File: config.mk
export PLATFORM = sky130hd
export DESIGN_NAME = instr_prefetch_flat
export DESIGN_NICKNAME = d
export VERILOG_FILES = /design/src/rtl/instr_prefetch_if.sv /design/src/rtl/instr_prefetch.sv /design/src/flat_wrapper.sv
export SDC_FILE = /design/constraint.sdc
export NUM_CORES = 1
export LEC_CHECK = 0
export BUFFER_PORTS_ARGS = -buffer_cell sky130_fd_sc_hd__buf_4
export CAP_MARGIN = 20
export CORE_UTILIZATION = 50
export CTS_CLUSTER_DIAMETER = 150
export CTS_CLUSTER_SIZE = 20
export DETAILED_ROUTE_END_ITERATION = 8
export MAX_ROUTING_LAYER = met4
export PLACE_DENSITY = 0.69
export SLEW_MARGIN = 0
export SYNTH_ARGS = -nofsm -noshare
export SYNTH_HDL_FRONTEND = slang
export SYNTH_SLANG_ARGS = --single-unit
File: constraint.sdc
create_clock -name clk -period 7.7 [get_ports clk]
set_input_delay 1.155 -clock clk [delete_from_list [all_inputs] [get_ports clk]]
set_output_delay 1.155 -clock clk [all_outputs]
set_load 0.02 [all_outputs]
File: src/rtl/instr_prefetch_if.sv
// Fetch-stage bus: instruction-memory req/gnt/rvalid side plus the decode-facing head/redirect side.
// Handshakes: imem issue = imem_req & imem_gnt; decode pop = instr_valid & instr_ready (redirect only counts with a pop).
interface instr_prefetch_if;
  logic        imem_req;
  logic [31:0] imem_addr;
  logic        imem_gnt;
  logic        imem_rvalid;
  logic [31:0] imem_rdata;
  logic        instr_valid;
  logic        instr_ready;
  logic [31:0] instr;
  logic [31:0] instr_pc;
  logic [6:0]  op;
  logic [2:0]  funct3;
  logic [6:0]  funct7;
  logic        redirect;
  logic [31:0] redirect_target;

  modport master (
    output imem_req, imem_addr,
    input  imem_gnt, imem_rvalid, imem_rdata,
    output instr_valid, instr, instr_pc, op, funct3, funct7,
    input  instr_ready, redirect, redirect_target
  );

  modport slave (
    input  imem_req, imem_addr,
    output imem_gnt, imem_rvalid, imem_rdata,
    input  instr_valid, instr, instr_pc, op, funct3, funct7,
    output instr_ready, redirect, redirect_target
  );
endinterface

File: src/rtl/instr_prefetch.sv
// Sequential instruction prefetcher: issues word fetches, buffers responses in a FIFO and
// flushes stale entries and in-flight responses when decode redirects the PC.
module instr_prefetch #(
  parameter int          DEPTH    = 4,
  parameter logic [31:0] RESET_PC = 32'h0000_0000
) (
  input  logic              clk,
  input  logic              reset,
  instr_prefetch_if.master  bus,
  output logic              o_dbg_state
);
  localparam int AW = $clog2(DEPTH);
  localparam int CW = AW + 1;
  localparam logic [CW:0] LIMIT = (CW+1)'(DEPTH);

  typedef enum logic {RUN = 1'b0, FLUSH = 1'b1} state_t;

  state_t        r_state;
  state_t        w_state_nxt;
  logic [31:0]   r_mem_instr [DEPTH];
  logic [31:0]   r_mem_pc    [DEPTH];
  logic [AW-1:0] r_rd_ptr;
  logic [AW-1:0] r_wr_ptr;
  logic [CW-1:0] r_count;
  logic [CW-1:0] r_outstanding;
  logic [CW-1:0] r_drop;
  logic [31:0]   r_fetch_pc;
  logic [31:0]   r_resp_pc;

  logic [CW:0]   w_inflight;
  logic          w_req;
  logic          w_issue;
  logic          w_rsp;
  logic          w_keep;
  logic          w_valid;
  logic          w_pop;
  logic          w_redirect;
  logic [CW-1:0] w_outstanding_nxt;
  logic [CW-1:0] w_drop_nxt;
  logic [31:0]   w_target;
  logic [31:0]   w_head_instr;
  logic [31:0]   w_head_pc;

  // Buffered plus outstanding never exceeds DEPTH, so a kept response always has a free slot.
  assign w_inflight = {1'b0, r_count} + {1'b0, r_outstanding};
  assign w_req      = reset && (w_inflight < LIMIT);
  assign w_issue    = w_req && bus.imem_gnt;
  assign w_rsp      = reset && bus.imem_rvalid && (r_outstanding != '0);
  assign w_valid    = reset && (r_count != '0);
  assign w_pop      = w_valid && bus.instr_ready;
  assign w_redirect = w_pop && bus.redirect;
  assign w_keep     = w_rsp && (r_drop == '0) && !w_redirect;
  assign w_target   = bus.redirect_target & ~32'h3;

  assign w_outstanding_nxt = r_outstanding + CW'(w_issue) - CW'(w_rsp);

  // On redirect every fetch still in flight after this cycle belongs to the old stream.
  always_comb begin
    w_drop_nxt = r_drop;
    if (w_redirect) begin
      w_drop_nxt = w_outstanding_nxt;
    end else if (w_rsp && (r_drop != '0)) begin
      w_drop_nxt = r_drop - CW'(1);
    end
  end

  always_comb begin
    w_state_nxt = r_state;
    case (r_state)
      RUN:     if (w_redirect && (w_drop_nxt != '0)) w_state_nxt = FLUSH;
      FLUSH:   if (w_drop_nxt == '0) w_state_nxt = RUN;
      default: w_state_nxt = RUN;
    endcase
  end

  always_ff @(posedge clk) begin
    if (!reset) begin
      r_state       <= RUN;
      r_rd_ptr      <= '0;
      r_wr_ptr      <= '0;
      r_count       <= '0;
      r_outstanding <= '0;
      r_drop        <= '0;
      r_fetch_pc    <= RESET_PC;
      r_resp_pc     <= RESET_PC;
    end else begin
      r_state       <= w_state_nxt;
      r_outstanding <= w_outstanding_nxt;
      r_drop        <= w_drop_nxt;
      if (w_redirect) begin
        r_fetch_pc <= w_target;
        r_resp_pc  <= w_target;
        r_rd_ptr   <= '0;
        r_wr_ptr   <= '0;
        r_count    <= '0;
      end else begin
        if (w_issue) r_fetch_pc <= r_fetch_pc + 32'd4;
        if (w_keep) begin
          r_resp_pc <= r_resp_pc + 32'd4;
          r_wr_ptr  <= r_wr_ptr + AW'(1);
        end
        if (w_pop) r_rd_ptr <= r_rd_ptr + AW'(1);
        r_count <= r_count + CW'(w_keep) - CW'(w_pop);
      end
    end
  end

  always_ff @(posedge clk) begin
    if (w_keep) begin
      r_mem_instr[r_wr_ptr] <= bus.imem_rdata;
      r_mem_pc[r_wr_ptr]    <= r_resp_pc;
    end
  end

  assign w_head_instr = reset ? r_mem_instr[r_rd_ptr] : 32'h0;
  assign w_head_pc    = reset ? r_mem_pc[r_rd_ptr]    : 32'h0;

  assign bus.imem_req    = w_req;
  assign bus.imem_addr   = r_fetch_pc;
  assign bus.instr_valid = w_valid;
  assign bus.instr       = w_head_instr;
  assign bus.instr_pc    = w_head_pc;
  assign bus.op          = w_head_instr[6:0];
  assign bus.funct3      = w_head_instr[14:12];
  assign bus.funct7      = w_head_instr[31:25];
  assign o_dbg_state     = r_state;
endmodule

File: src/flat_wrapper.sv
// flat-port wrapper written by rule: the top's interface ports become plain ports
module instr_prefetch_flat 
#(
  parameter int          DEPTH    = 4,
  parameter logic [31:0] RESET_PC = 32'h0000_0000
)
  (clk, reset, o_dbg_state, bus_imem_req, bus_imem_addr, bus_imem_gnt, bus_imem_rvalid, bus_imem_rdata, bus_instr_valid, bus_instr, bus_instr_pc, bus_op, bus_funct3, bus_funct7, bus_instr_ready, bus_redirect, bus_redirect_target);
  instr_prefetch_if bus_i ();
  input  logic clk;
  input  logic reset;
  output logic o_dbg_state;
  output wire logic [$bits(bus_i.imem_req)-1:0] bus_imem_req;
  output wire logic [$bits(bus_i.imem_addr)-1:0] bus_imem_addr;
  input wire logic [$bits(bus_i.imem_gnt)-1:0] bus_imem_gnt;
  input wire logic [$bits(bus_i.imem_rvalid)-1:0] bus_imem_rvalid;
  input wire logic [$bits(bus_i.imem_rdata)-1:0] bus_imem_rdata;
  output wire logic [$bits(bus_i.instr_valid)-1:0] bus_instr_valid;
  output wire logic [$bits(bus_i.instr)-1:0] bus_instr;
  output wire logic [$bits(bus_i.instr_pc)-1:0] bus_instr_pc;
  output wire logic [$bits(bus_i.op)-1:0] bus_op;
  output wire logic [$bits(bus_i.funct3)-1:0] bus_funct3;
  output wire logic [$bits(bus_i.funct7)-1:0] bus_funct7;
  input wire logic [$bits(bus_i.instr_ready)-1:0] bus_instr_ready;
  input wire logic [$bits(bus_i.redirect)-1:0] bus_redirect;
  input wire logic [$bits(bus_i.redirect_target)-1:0] bus_redirect_target;
  assign bus_imem_req = bus_i.imem_req;
  assign bus_imem_addr = bus_i.imem_addr;
  assign bus_i.imem_gnt = bus_imem_gnt;
  assign bus_i.imem_rvalid = bus_imem_rvalid;
  assign bus_i.imem_rdata = bus_imem_rdata;
  assign bus_instr_valid = bus_i.instr_valid;
  assign bus_instr = bus_i.instr;
  assign bus_instr_pc = bus_i.instr_pc;
  assign bus_op = bus_i.op;
  assign bus_funct3 = bus_i.funct3;
  assign bus_funct7 = bus_i.funct7;
  assign bus_i.instr_ready = bus_instr_ready;
  assign bus_i.redirect = bus_redirect;
  assign bus_i.redirect_target = bus_redirect_target;
  instr_prefetch #(.DEPTH(DEPTH), .RESET_PC(RESET_PC)) u_core (.clk(clk), .reset(reset), .bus(bus_i), .o_dbg_state(o_dbg_state));
endmodule
==> results.rst <==
.. list-table::
   :header-rows: 1

   * - Metric
     - Value
   * - Total congestion overflow after global routing
     - 0
   * - Tcrit/Tclk final
     - 52.81%
   * - Remaining number of nets flagged by the antenna check after routing
     - 0
   * - Clock Latency Late Sink
     - 0.51 ns
   * - Clock tree from TritonCTS
     - built
   * - CP Data Required Time
     - ~6.6 ns
   * - Post-detailed-route via-to-cell ratio
     - about 5.6
   * - Worst-path clk slew
     - 0.08 ns
   * - Synth-to-Final Area Change
     - 15.76%
   * - Total Negative Setup Slacks
     - 0 ns
   * - Maxcap violations
     - 0
   * - Post-CTS setup buffers
     - 0
   * - Worst setup EP type
     - output port
   * - Total core area
     - ~26000 um2
   * - Internal power
     - 2923 uW
   * - Number of enable-type register cells in the synthesized netlist
     - approximately 250
   * - Final min period
     - 4.066 ns
   * - Largest vdd supply drop
     - 0.1600 mV
   * - Routed via count
     - 7719
   * - WL final
     - approximately 27000 um
   * - Std cell rows
     - 59
   * - Post-synthesis sequential area ratio
     - around two thirds
   * - Cells after Synth
     - 876
   * - Relative slew slack
     - 28.81%
   * - Netlist area before placement
     - roughly 13000 um2
   * - Number of register bits inferred by synthesis
     - approximately 320
   * - Global-route wire length before repair
     - between 40000 and 50000 um
   * - # hold bufs at CTS
     - 0
   * - Max Slew Vio Count
     - 0
   * - Clock buffer count from CTS
     - 20
   * - Root Buffer Master
     - sky130_fd_sc_hd__clkbuf_16
   * - Initial Utilization
     - around half
   * - Cts repair resizes
     - 0
   * - Cell area after placement
     - 14930 um2
   * - Sw Pwr
     - between 1000 and 1500 uW
   * - Leakage power summed over all cells
     - ~0.0054 uW
   * - Actual transition at the worst max-transition pin
     - between 1 and 1.5 ns
   * - Total number of clock tree sinks
     - 324
   * - Count of H-tree levels built during CTS
     - 1
   * - Clk buf depth
     - 3
   * - GRT Util Overall
     - between 10% and 20%
   * - Number of I/O port buffers
     - 179
   * - Die boundary width
     - between 150 and 200 um
   * - DR WL/cell
     - about 19 um
   * - Fraction of registers with async set/reset
     - 0%
   * - Last weighted congestion value of the routability-driven placer
     - between 0.8 and 0.9
   * - Most frequently used flop master after synthesis
     - sky130_fd_sc_hd__edfxtp_1
   * - Cell seen most often among critical-path stages
     - sky130_fd_sc_hd__buf_4
   * - Largest stage delay on the critical path
     - around 0.73 ns
   * - Synth warn
     - 0
   * - Logic gate share of total power
     - about a fifth
   * - Total number of nets in the final design
     - about 1100
   * - Cell Pwr Density
     - between 200 and 300 nW/um2
   * - DRC violation count after routing
     - 18
   * - Starting DRT DRC Count
     - around 630
   * - Slowest cell on crit path
     - sky130_fd_sc_hd__buf_4
   * - Final std cell area, no fill
     - between 15000 and 20000 um2
   * - Share of post-route cells with drive strength above 1
     - 27.68%
   * - Critical Path Start Type
     - register
   * - Switching part of the total
     - 26.98%
   * - Run status
     - finished with violations
   * - Slack of the critical path
     - 3.634 ns
   * - Worst hold path type
     - reg2reg
   * - Mean area per synthesized cell
     - 15.31 um2
   * - I/O pin cnt
     - ~190
   * - Max Clock Skew
     - between 0.02 and 0.025 ns
   * - Pin count of the biggest net entering global routing
     - 83
   * - Violated checks
     - design-rule violations
   * - Crit-path cells
     - buf_4 > mux4_2 > and2_1 > buf_4
   * - Diodes inserted
     - 0
   * - Post-synth cell types
     - 46
   * - FILL cells
     - just over 2000
   * - Die H
     - approximately 170 um
   * - Die area
     - about 27000 um2
   * - DPL Wire Length
     - ~17000 um
   * - Unrepaired setup endpoints after global routing
     - no
   * - DR pass1 iterations
     - 7
   * - Largest fanout on the critical path
     - 39
   * - Antenna violations before repair
     - 0
   * - Critical path class
     - reg2out
   * - Worst slack at placement
     - around 3.5 ns
   * - Final Hold Violating Endpoints
     - 0
   * - Share of power burned in registers
     - between 50% and 60%
   * - Via count of the first global-routing pass
     - around 7500
   * - Total of endpoints with negative setup slack in the final report
     - 0
   * - Highest Clock Rate
     - about 250 MHz
   * - Crit path arrival time
     - between 2 and 3 ns
   * - Portion of total power attributed to the clock network
     - 26.5%
[flip-flops by register name, summed over array words and instances, names as in the netlist, named ones only]
signal                cells
u_core.bus.imem_addr     30
u_core.o_dbg_state        1
u_core.r_count            3
u_core.r_drop             3
u_core.r_mem_instr      128
u_core.r_mem_pc         120
u_core.r_outstanding      3
u_core.r_rd_ptr           2
u_core.r_resp_pc         30
u_core.r_wr_ptr           2
[power groups by stage]
stage / clock [uW] / sequential (uW) / combinational (uW)
floorplan: 0 / 2170 / 543
CTS: 1090 / 2150 / 804
global route: 1140 / 2170 / 857
finish: 1060 / 2150 / 790
detailed placement: 0 / 2190 / 802
global placement: 0 / 2190 / 790
[cells by family after synthesis]
logic type | share of synthesized area [%]
muxes | 10.63
DFF | 66.86
and+or+nand+nor | 9.505
AOI/OAI and AO/OA | 4.216
adders and majority gates | 1.604
xor gates and xnor gates | 4.048
buffers and inverters | 3.106
other | 0.02796
[worst max-delay path: cells and delay by family, from the launching register on]
| family | cells | cell delay, ns |
|---|---|---|
| muxes | 1 | 0.61 |
| buffers and inverters | 2 | 0.90 |
| DFF | 1 | 0.68 |
| and+or+nand+nor | 1 | 0.19 |
[final cells by class]
class	instances	area [um2]	area share, %
clock buffers	35	578.1	3.723
clock inverters	1	16.27	0.1047
inverters	18	67.56	0.4351
multi-input cells	470	4055	26.11
flip-flops and latches	324	8974	57.79
well taps	335	419.2	2.699
repair buffers	189	1419	9.137
[metal layers]
metal  vias up  global-route usage (%)  routed length (um)
met2       287                   31.26               12500
met3        25                   2.979                1790
met1      3808                   28.17               12150
met5         -                       -                   0
met4         0                   3.698                 301
li1       3599                       -                   -
[final timing paths]
kind	slack [ns]	start	endpoint	cells past startpoint
setup / recovery	3.63	register	bus_instr_pc[17]	4
hold / removal	0.53	u_core.o_dbg_state	u_core.o_dbg_state	1
setup reg to reg	4.47	u_core.r_drop[0]	u_core.r_mem_pc[2][13]	6
hold reg to reg	0.53	u_core.o_dbg_state	u_core.o_dbg_state	1
[metrics by stage]
step	total power, uW	instances	hold WS [ns]	utilization [%]
floorplan	2712	879	0.4797	-
global placement	2978	1336	0.5112	56.99
detailed placement	2995	1336	0.4968	56.99
CTS	4049	1372	0.5270	59.26
global route	4173	1372	0.5432	59.26
finish	4003	1372	0.5271	59.26
[Yosys cell counts (14+ instances only)]
| cell type | number | area, um2 |
|---|---|---|
| sky130_fd_sc_hd__a21oi_1 | 53 | 265.3 |
| sky130_fd_sc_hd__and2_1 | 69 | 431.7 |
| sky130_fd_sc_hd__and3_1 | 14 | 87.58 |
| sky130_fd_sc_hd__buf_4 | 23 | 172.7 |
| sky130_fd_sc_hd__clkbuf_1 | 32 | 120.1 |
| sky130_fd_sc_hd__dfxtp_1 | 76 | 1521 |
| sky130_fd_sc_hd__edfxtp_1 | 248 | 7447 |
| sky130_fd_sc_hd__ha_1 | 14 | 175.2 |
| sky130_fd_sc_hd__inv_1 | 17 | 63.81 |
| sky130_fd_sc_hd__mux4_2 | 62 | 1396 |
| sky130_fd_sc_hd__nand2_1 | 30 | 112.6 |
| sky130_fd_sc_hd__nand3_1 | 22 | 110.1 |
| sky130_fd_sc_hd__nand4_1 | 20 | 125.1 |
| sky130_fd_sc_hd__nor2_1 | 18 | 67.56 |
| sky130_fd_sc_hd__nor3_1 | 16 | 80.08 |
| sky130_fd_sc_hd__nor4_1 | 14 | 87.58 |
| sky130_fd_sc_hd__o21ai_0 | 35 | 175.2 |
| sky130_fd_sc_hd__xnor2_1 | 32 | 280.3 |
| sky130_fd_sc_hd__xor2_1 | 30 | 262.8 |
[placed cells by master, fill, tap and decap left out, drive strengths merged, types with 21 or more instances in the layout]
cell type	n
buf	189
o21ai	35
dfxtp	76
nand4	21
mux4	62
nand2	30
edfxtp	248
and2	70
xor2	30
nand3	23
a21oi	53
clkbuf	35
xnor2	32
Note: power is estimated with default switching activity, not from simulation.
